==> config.mk <==
export PLATFORM = sky130hd
export DESIGN_NAME = id_ex_stage
export DESIGN_NICKNAME = d
export VERILOG_FILES = /design/src/rtl/id_ex_stage.sv
export SDC_FILE = /design/constraint.sdc
export NUM_CORES = 1
export LEC_CHECK = 0
export CORE_MARGIN = 5
export CORE_UTILIZATION = 35
export CTS_BUF_LIST = sky130_fd_sc_hd__clkbuf_4 sky130_fd_sc_hd__clkbuf_8
export DETAILED_ROUTE_END_ITERATION = 16
export MAX_ROUTING_LAYER = met4
export PLACE_DENSITY = 0.73
export SYNTH_ARGS = -nofsm -noshare
export SYNTH_HDL_FRONTEND = slang
export SYNTH_SLANG_ARGS = --single-unit
==> constraint.sdc <==
create_clock -name clk -period 4.7 [get_ports clk]
set_input_delay 1.175 -clock clk [delete_from_list [all_inputs] [get_ports clk]]
set_output_delay 1.175 -clock clk [all_outputs]
set_load 0.02 [all_outputs]
==> src/rtl/id_ex_stage.sv <==
// ID/EX pipeline register with operand forwarding and load-use hazard detection.
// Define ID_EX_FORWARD_EN to enable forwarding; otherwise RAW hazards stall until write-back.
module id_ex_stage (
  input  logic        clk,
  input  logic        rst,
  input  logic        id_valid,
  input  logic [4:0]  id_rs,
  input  logic [4:0]  id_rt,
  input  logic [4:0]  id_rd,
  input  logic [31:0] id_rs_data,
  input  logic [31:0] id_rt_data,
  input  logic [31:0] id_imm,
  input  logic [2:0]  id_alu_ctl,
  input  logic        id_alusrc,
  input  logic        id_regdst,
  input  logic        id_regwrite,
  input  logic        id_memread,
  input  logic        id_memwrite,
  input  logic        id_memtoreg,
  input  logic        flush,
  input  logic        exmem_regwrite,
  input  logic [4:0]  exmem_rd,
  input  logic [31:0] exmem_result,
  input  logic        memwb_regwrite,
  input  logic [4:0]  memwb_rd,
  input  logic [31:0] memwb_data,
  output logic        stall,
  output logic        ex_valid,
  output logic [2:0]  alu_ctl,
  output logic [31:0] alu_a,
  output logic [31:0] alu_b,
  output logic [31:0] ex_store_data,
  output logic [4:0]  ex_wr_reg,
  output logic        ex_regwrite,
  output logic        ex_memread,
  output logic        ex_memwrite,
  output logic        ex_memtoreg
);

  localparam logic [2:0] AluAdd = 3'b010;

  typedef struct packed {
    logic        valid;
    logic [4:0]  rs;
    logic [4:0]  rt;
    logic [4:0]  wr_reg;
    logic [31:0] rs_data;
    logic [31:0] rt_data;
    logic [31:0] imm;
    logic [2:0]  alu_ctl;
    logic        alusrc;
    logic        regwrite;
    logic        memread;
    logic        memwrite;
    logic        memtoreg;
  } stage_t;

  stage_t      stage_d, stage_q;
  logic        bubble;
  logic [31:0] fwd_rs, fwd_rt;

  assign bubble = flush | stall | ~id_valid;

  always_comb begin
    stage_d = stage_q;
    if (bubble) begin
      // Data fields hold; only the parts that can cause side effects are cleared.
      stage_d.valid    = 1'b0;
      stage_d.alu_ctl  = AluAdd;
      stage_d.alusrc   = 1'b0;
      stage_d.regwrite = 1'b0;
      stage_d.memread  = 1'b0;
      stage_d.memwrite = 1'b0;
      stage_d.memtoreg = 1'b0;
    end else begin
      stage_d.valid    = 1'b1;
      stage_d.rs       = id_rs;
      stage_d.rt       = id_rt;
      stage_d.wr_reg   = id_regdst ? id_rd : id_rt;
      stage_d.rs_data  = id_rs_data;
      stage_d.rt_data  = id_rt_data;
      stage_d.imm      = id_imm;
      stage_d.alu_ctl  = id_alu_ctl;
      stage_d.alusrc   = id_alusrc;
      stage_d.regwrite = id_regwrite;
      stage_d.memread  = id_memread;
      stage_d.memwrite = id_memwrite;
      stage_d.memtoreg = id_memtoreg;
    end
  end

  always_ff @(posedge clk or posedge rst) begin
    if (rst) begin
      stage_q         <= '0;
      stage_q.alu_ctl <= AluAdd;
    end else begin
      stage_q <= stage_d;
    end
  end

`ifdef ID_EX_FORWARD_EN
  // Only a load in EX cannot be forwarded in time; everything else is bypassed.
  assign stall = id_valid & stage_q.valid & stage_q.memread & (stage_q.wr_reg != 5'd0) &
                 ((stage_q.wr_reg == id_rs) | (stage_q.wr_reg == id_rt));

  always_comb begin
    fwd_rs = stage_q.rs_data;
    if (exmem_regwrite && (exmem_rd != 5'd0) && (exmem_rd == stage_q.rs)) begin
      fwd_rs = exmem_result;
    end else if (memwb_regwrite && (memwb_rd != 5'd0) && (memwb_rd == stage_q.rs)) begin
      fwd_rs = memwb_data;
    end
    fwd_rt = stage_q.rt_data;
    if (exmem_regwrite && (exmem_rd != 5'd0) && (exmem_rd == stage_q.rt)) begin
      fwd_rt = exmem_result;
    end else if (memwb_regwrite && (memwb_rd != 5'd0) && (memwb_rd == stage_q.rt)) begin
      fwd_rt = memwb_data;
    end
  end
`else
  logic ex_hit, exmem_hit;
  logic unused_fwd;

  assign ex_hit    = stage_q.valid & stage_q.regwrite & (stage_q.wr_reg != 5'd0) &
                     ((stage_q.wr_reg == id_rs) | (stage_q.wr_reg == id_rt));
  // Write-before-read register file makes MEM/WB producers safe without stalling.
  assign exmem_hit = exmem_regwrite & (exmem_rd != 5'd0) &
                     ((exmem_rd == id_rs) | (exmem_rd == id_rt));
  assign stall     = id_valid & (ex_hit | exmem_hit);

  assign fwd_rs = stage_q.rs_data;
  assign fwd_rt = stage_q.rt_data;

  assign unused_fwd = ^{exmem_result, memwb_regwrite, memwb_rd, memwb_data,
                        stage_q.rs, stage_q.rt};
`endif

  assign ex_valid      = stage_q.valid;
  assign alu_ctl       = stage_q.alu_ctl;
  assign alu_a         = fwd_rs;
  assign alu_b         = stage_q.alusrc ? stage_q.imm : fwd_rt;
  assign ex_store_data = fwd_rt;
  assign ex_wr_reg     = stage_q.wr_reg;
  assign ex_regwrite   = stage_q.valid & stage_q.regwrite;
  assign ex_memread    = stage_q.valid & stage_q.memread;
  assign ex_memwrite   = stage_q.valid & stage_q.memwrite;
  assign ex_memtoreg   = stage_q.valid & stage_q.memtoreg;

endmodule

==> flow_summary_export.csv, run 1 <==
group,metric,value,unit
status,status,"finished clean",
timing,finalHoldViolCount,0,
timing,post-route-period-util,0.964,
synthesis,synth_seq_area_share,0.483,
setup_path,critPathRequiredTime,3520,ps
setup_path,critPathLaunch,"exmem_rd[1]",
final_layout,antenna_cells,0,
final_layout,final_core_util,0.497,
routing,firstDrtPassIters,4,
setup_path,crit_fanout,3,
timing,fmax,221,MHz
final_layout,largest_reg_flops,37,
grt,grt_max_degree,74,
floorplanning,die_h,138,um
routing,viasPerCell,4.47,
grt,antenna_found_initial,0,
routing,drtAntennaViolNets,0,
synthesis,yosysUniqueCellTypes,23,
setup_path,crit_top_cell,"clkdlybuf4s50_1",
clock_network,htree_num_levels,3,
timing,slew_viol_final,0,
grt,track_usage,0.148,
placed_design,gp_congestion,0.886,
routing,wirelength,13.8,mm
routing,detail_route.wl_per_cell,17.7,um
timing,rsz0062_at_grt,"no",
setup_path,crit_type,"input pin to primary output",
timing,relSlewSlack,0.421,
clock_network,post_cts_buffers,0,
timing,finalSetupViolations,0,
timing,period_needed,4530,ps
timing,hold_ws,499,ps
floorplanning,start_util,0.358,
clock_network,cts_sinks,110,
setup_path,crit_path_end,"stall",
setup_path,r2r_setup_slack,2250,ps
clock_network,root_buffer,"clkbuf_8",
setup_path,crit_family,"buffers and inverters",
clock_network,cts.path.max_buffers,2,
grt,grt_pass1_wl,21.0,mm
final_layout,nFillCells,1393,
floorplanning,rows,46,
power,power.density,346,nW/um^2
routing,drc,0,
final_layout,final_nets,761,
clock_network,clkLatencyLatePin,370,ps
timing,timing.setup.tns,0,ps
setup_path,r2r_start,"ex_wr_reg[2]",
timing,tightestPinTransition,868,ps
floorplanning,io_pins,310,
grt,globalRoute.totalOverflow,0,
clock_network,cts.clk_slew.worst_paths,100,ps
floorplanning,fp.dieW,138,um
setup_path,start_kind,"input pin",
synthesis,syn-mean-instance-area,14.4,sq um
placed_design,hpwl,10.2,mm
grt,grt_pass1_vias,4002,
setup_path,r2r_end,"stage_q[31]",
setup_path,end_kind,"primary output",
placed_design,io_buffers,239,
power,leakagePower,3.53,nW
final_layout,multi_input_area,2240,sq um
setup_path,cp.depth,6,
clock_network,cts_buffers,9,
floorplanning,dieArea,19000,sq um
routing,vias,3499,
synthesis,synth_cells,395,
setup_path,crit_slowest_cell,"or4_1",
routing,dr.first_iter.drc_count,104,
synthesis,synth_nets,595,
setup_path,max_stage_delay,540,ps
setup_path,reg2reg_depth,6,
final_layout,regArea,2760,sq um
synthesis,syn_area,5710,sq um
setup_path,critPathArrivalTime,3360,ps
synthesis,ys_seq_elements,110,
timing,skew,16.7,ps
setup_path,path_buf_inv,2,
final_layout,synthToLayoutAreaGrowth,38.8,%
power,vdd_drop_max,0.000204,V
setup_path,path_cells,"clkdlybuf4s50_1 -> or4_1 -> o21ai_1 -> o22ai_1 -> and2_1 -> clkdlybuf4s50_1",
worst_hold_path,hold_class,"flop to flop",
final_layout,top_register,"stage_q",
run,drv_cap,0,
clock_network,ctsResizeCount,0,
clock_network,cts_tree,"done",
final_layout,drive_gt1_frac,0.207,
power,power,0.00274,W
floorplanning,core_area,15900,sq um
clock_network,ctsHoldBuffers,0,
synthesis,yosysWarnings,0,
-- metal layers --
layer	wire length, um	vias to the layer above	global-route usage
met5	0	-	-
met4	312	0	0.0499
met3	970	20	0.0394
met2	6990	146	0.245
met1	5560	1741	0.174
li1	-	1592	-
-- cell usage after synthesis --
cell,count,share of area
dfstp_2,1,0.0046
inv_2,1,0.00066
o221ai_2,1,0.0026
nor3_1,4,0.0035
buf_6,11,0.022
buf_2,1,0.00088
nor2b_1,1,0.0011
and2_1,5,0.0055
mux2_2,2,0.0039
dfrtp_1,109,0.48
nor2_1,11,0.0072
xor2_1,20,0.031
buf_4,72,0.095
o22ai_1,1,0.0011
clkbuf_1,1,0.00066
or2_1,1,0.0011
a22oi_1,2,0.0026
mux2_1,46,0.091
or4_1,2,0.0026
o21ai_1,2,0.0018
mux2_4,90,0.24
inv_1,8,0.0053
buf_1,3,0.0020
-- kinds of logic after synthesis --
family          Yosys count  share of synthesized area
compound gates            6                    0.00811
xor+xnor                 20                     0.0307
buf+inv                  97                      0.126
flops                   110                      0.483
mux                     138                      0.332
simple gates             24                     0.0211
-- stage by stage --
| step | cell area, sq um | instances | worst slack [ps] |
|---|---|---|---|
| floorplan | 5710 | 395 | 624 |
| global placement | 7740 | 766 | 235 |
| detailed placement | 7740 | 766 | 201 |
| CTS | 7920 | 782 | 196 |
| global route | 7920 | 782 | 107 |
| finish | 7920 | 782 | 169 |
-- how the worst min path moves through the flow --
stage                      from           to  cells past startpoint
CTS                 stage_q[29]  stage_q[29]                      1
global route        stage_q[29]  stage_q[29]                      1
finish              stage_q[29]  stage_q[29]                      1
global placement    stage_q[26]  stage_q[26]                      1
detailed placement  stage_q[29]  stage_q[29]                      1
floorplan           stage_q[21]  stage_q[21]                      1
-- placed cells by master (no fill, tap or decap) --
| cell | count |
|---|---|
| buf_12 | 1 |
| o221ai_4 | 1 |
| clkbuf_4 | 1 |
| mux2_2 | 2 |
| clkdlybuf4s50_1 | 239 |
| clkbuf_8 | 10 |
| or4_1 | 2 |
| dfrtp_1 | 108 |
| a22oi_1 | 2 |
| nor2_1 | 11 |
| dfrtp_2 | 1 |
| clkinv_2 | 2 |
| mux2_4 | 90 |
| nor3_1 | 4 |
| or2_1 | 1 |
| dfstp_2 | 1 |
| mux2_1 | 46 |
| buf_4 | 3 |
| inv_6 | 1 |
| and2_1 | 5 |
| xor2_1 | 20 |
| inv_1 | 7 |
| clkinvlp_4 | 2 |
| o22ai_1 | 1 |
| inv_2 | 1 |
| inv_4 | 1 |
| nor2b_1 | 1 |
| o21ai_1 | 2 |
-- power breakdown --
group | leakage, nW | internal, W | total [W] | switching (W)
clock | 0.0891 | 0.000214 | 0.000540 | 0.000326
sequential | 1.30 | 0.00109 | 0.00120 | 0.000109
combinational | 2.14 | 0.000588 | 0.00100 | 0.000412
-- final cells by class --
class / instances / area share
tap: 216 / 0.0341
multi-input combinational: 188 / 0.283
clock buffer: 11 / 0.0183
timing repair buffer: 243 / 0.307
sequential: 110 / 0.348
inverter: 9 / 0.00458
clock inverter: 5 / 0.00427
No activity file was read; power rests on OpenSTA's default activity.
==> run 2: changes to the inputs <==
Clock period 4.7 ns to 4.3 ns, I/O delays scaled along.
==> flow_summary_export.csv, run 2 (synthesis results as in run 1) <==
group,metric,value,unit
worst_hold_path,hold_class,"flop to flop",
final_layout,stdcell_area,7950,sq um
routing,detail_route.wl_per_cell,17.7,um
clock_network,cts_sinks,110,
worst_hold_path,hp-start,"stage_q[26]",
routing,drc,0,
routing,drtAntennaViolNets,0,
power,leakagePower,3.55,nW
floorplanning,rows,46,
clock_network,cts.clk_slew.worst_paths,100,ps
setup_path,critPathArrivalTime,3130,ps
final_layout,final_nets,761,
floorplanning,die_h,138,um
clock_network,htree_num_levels,3,
floorplanning,dieArea,19000,sq um
floorplanning,fp.dieW,138,um
clock_network,cts_buffers,9,
final_layout,regArea,2760,sq um
timing,finalSetupViolations,0,
clock_network,post_cts_buffers,0,
routing,viasPerCell,4.45,
clock_network,cts.path.max_buffers,2,
power,power,0.00301,W
routing,dr.first_iter.drc_count,104,
final_layout,multi_input_area,2240,sq um
clock_network,ctsResizeCount,0,
grt,grt_pass1_wl,21.2,mm
grt,antenna_found_initial,0,
final_layout,antenna_cells,0,
timing,finalHoldViolCount,0,
timing,slew_viol_final,0,
floorplanning,io_pins,310,
timing,rsz0062_at_grt,"no",
clock_network,cts_tree,"done",
setup_path,critPathRequiredTime,3220,ps
grt,globalRoute.totalOverflow,0,
routing,vias,3481,
clock_network,root_buffer,"clkbuf_8",
final_layout,mostFrequentLayoutCells,"239 x clkdlybuf4s50_1, 108 x dfrtp_1, 90 x mux2_4",
placed_design,placed_cell_area,7770,sq um
final_layout,largest_reg_flops,37,
timing,tightestPinTransition,860,ps
placed_design,gp_congestion,0.893,
clock_network,ctsHoldBuffers,0,
routing,firstDrtPassIters,4,
timing,period_needed,4200,ps
grt,grt_pass1_vias,3968,
timing,fmax,238,MHz
grt,grt_max_degree,74,
power,power.density,378,nW/um^2
clock_network,clkLatencyLatePin,370,ps
grt,track_usage,0.149,
setup_path,critPathLaunch,"id_rt[2]",
final_layout,drive_gt1_frac,0.207,
setup_path,crit_type,"input pin to primary output",
setup_path,end_kind,"primary output",
setup_path,r2r_start,"ex_wr_reg[2]",
timing,skew,15.3,ps
timing,relSlewSlack,0.426,
floorplanning,core_area,15900,sq um
placed_design,hpwl,10.4,mm
setup_path,crit_fanout,3,
placed_design,io_buffers,239,
final_layout,top_register,"stage_q",
run,drv_cap,0,
final_layout,layout_commonest_cell,"clkdlybuf4s50_1",
setup_path,start_kind,"input pin",
final_layout,synthToLayoutAreaGrowth,39.3,%
status,status,"finished clean",
timing,hold_ws,498,ps
floorplanning,start_util,0.358,
power,vdd_drop_max,0.000165,V
timing,timing.setup.tns,0,ps
timing,post-route-period-util,0.978,
final_layout,nFillCells,1390,
routing,wirelength,13.8,mm
==> run 2: cell count changes in the layout (fill, tap and decap cells not counted) <==
cell | previous run | this run
buf_12 | 1 | 3
buf_4 | 3 | 1
clkbuf_8 | 10 | 9
clkinv_2 | 2 | 0
clkinv_4 | 0 | 1
clkinvlp_4 | 2 | 1
inv_6 | 1 | 4
==> run 2: worst paths after layout <==
path	to	slack (ps)	cells past startpoint
max	stall	100	7
max in group asynchronous	stage_q[26]	2420	3
min	stage_q[26]	500	1
min in group asynchronous	alu_ctl[2]	1090	2
min reg2reg	stage_q[26]	500	1
max reg2reg	ex_store_data[27]	1900	6
==> run 2: stage by stage <==
| stage | worst slack (ps) | std cells | util |
|---|---|---|---|
| after floorplan | 324 | 395 | - |
| after global placement | 118 | 766 | 0.487 |
| after detailed placement | 97.2 | 766 | 0.487 |
| after CTS | 91.5 | 782 | 0.499 |
| after global routing | 0.392 | 782 | 0.499 |
| final | 96.7 | 782 | 0.499 |
==> run 2: final cells by class <==
type / instances / area share
Tap cell: 216 / 0.0340
Sequential cell: 110 / 0.347
Timing Repair Buffer: 243 / 0.309
Multi-Input combinational cell: 188 / 0.282
Clock buffer: 10 / 0.0165
Inverter: 9 / 0.00456
Clock inverter: 6 / 0.00645
==> run 2: power breakdown <==
group | leakage, nW | total [W] | switching [W] | internal [W]
clock | 0.0917 | 0.000599 | 0.000372 | 0.000228
combinational | 2.15 | 0.00110 | 0.000450 | 0.000645
sequential | 1.30 | 0.00131 | 0.000118 | 0.00120
total | 3.55 | 0.00301 | 0.000940 | 0.00207
==> run 2: critical path: stages <==
cell and delay (ps):
clkdlybuf4s50_1 490, xor2_1 180, nor3_1 240, a22oi_1 190
o22ai_1 210, and2_1 140, clkdlybuf4s50_1 600
==> run 2: per-layer routing <==
metal / GRT usage / vias up / share of wire
li1: - / 1598 / -
met1: 0.172 / 1716 / 0.38
met2: 0.248 / 148 / 0.51
met3: 0.0427 / 19 / 0.084
met4: 0.0565 / 0 / 0.021
met5: - / - / 0
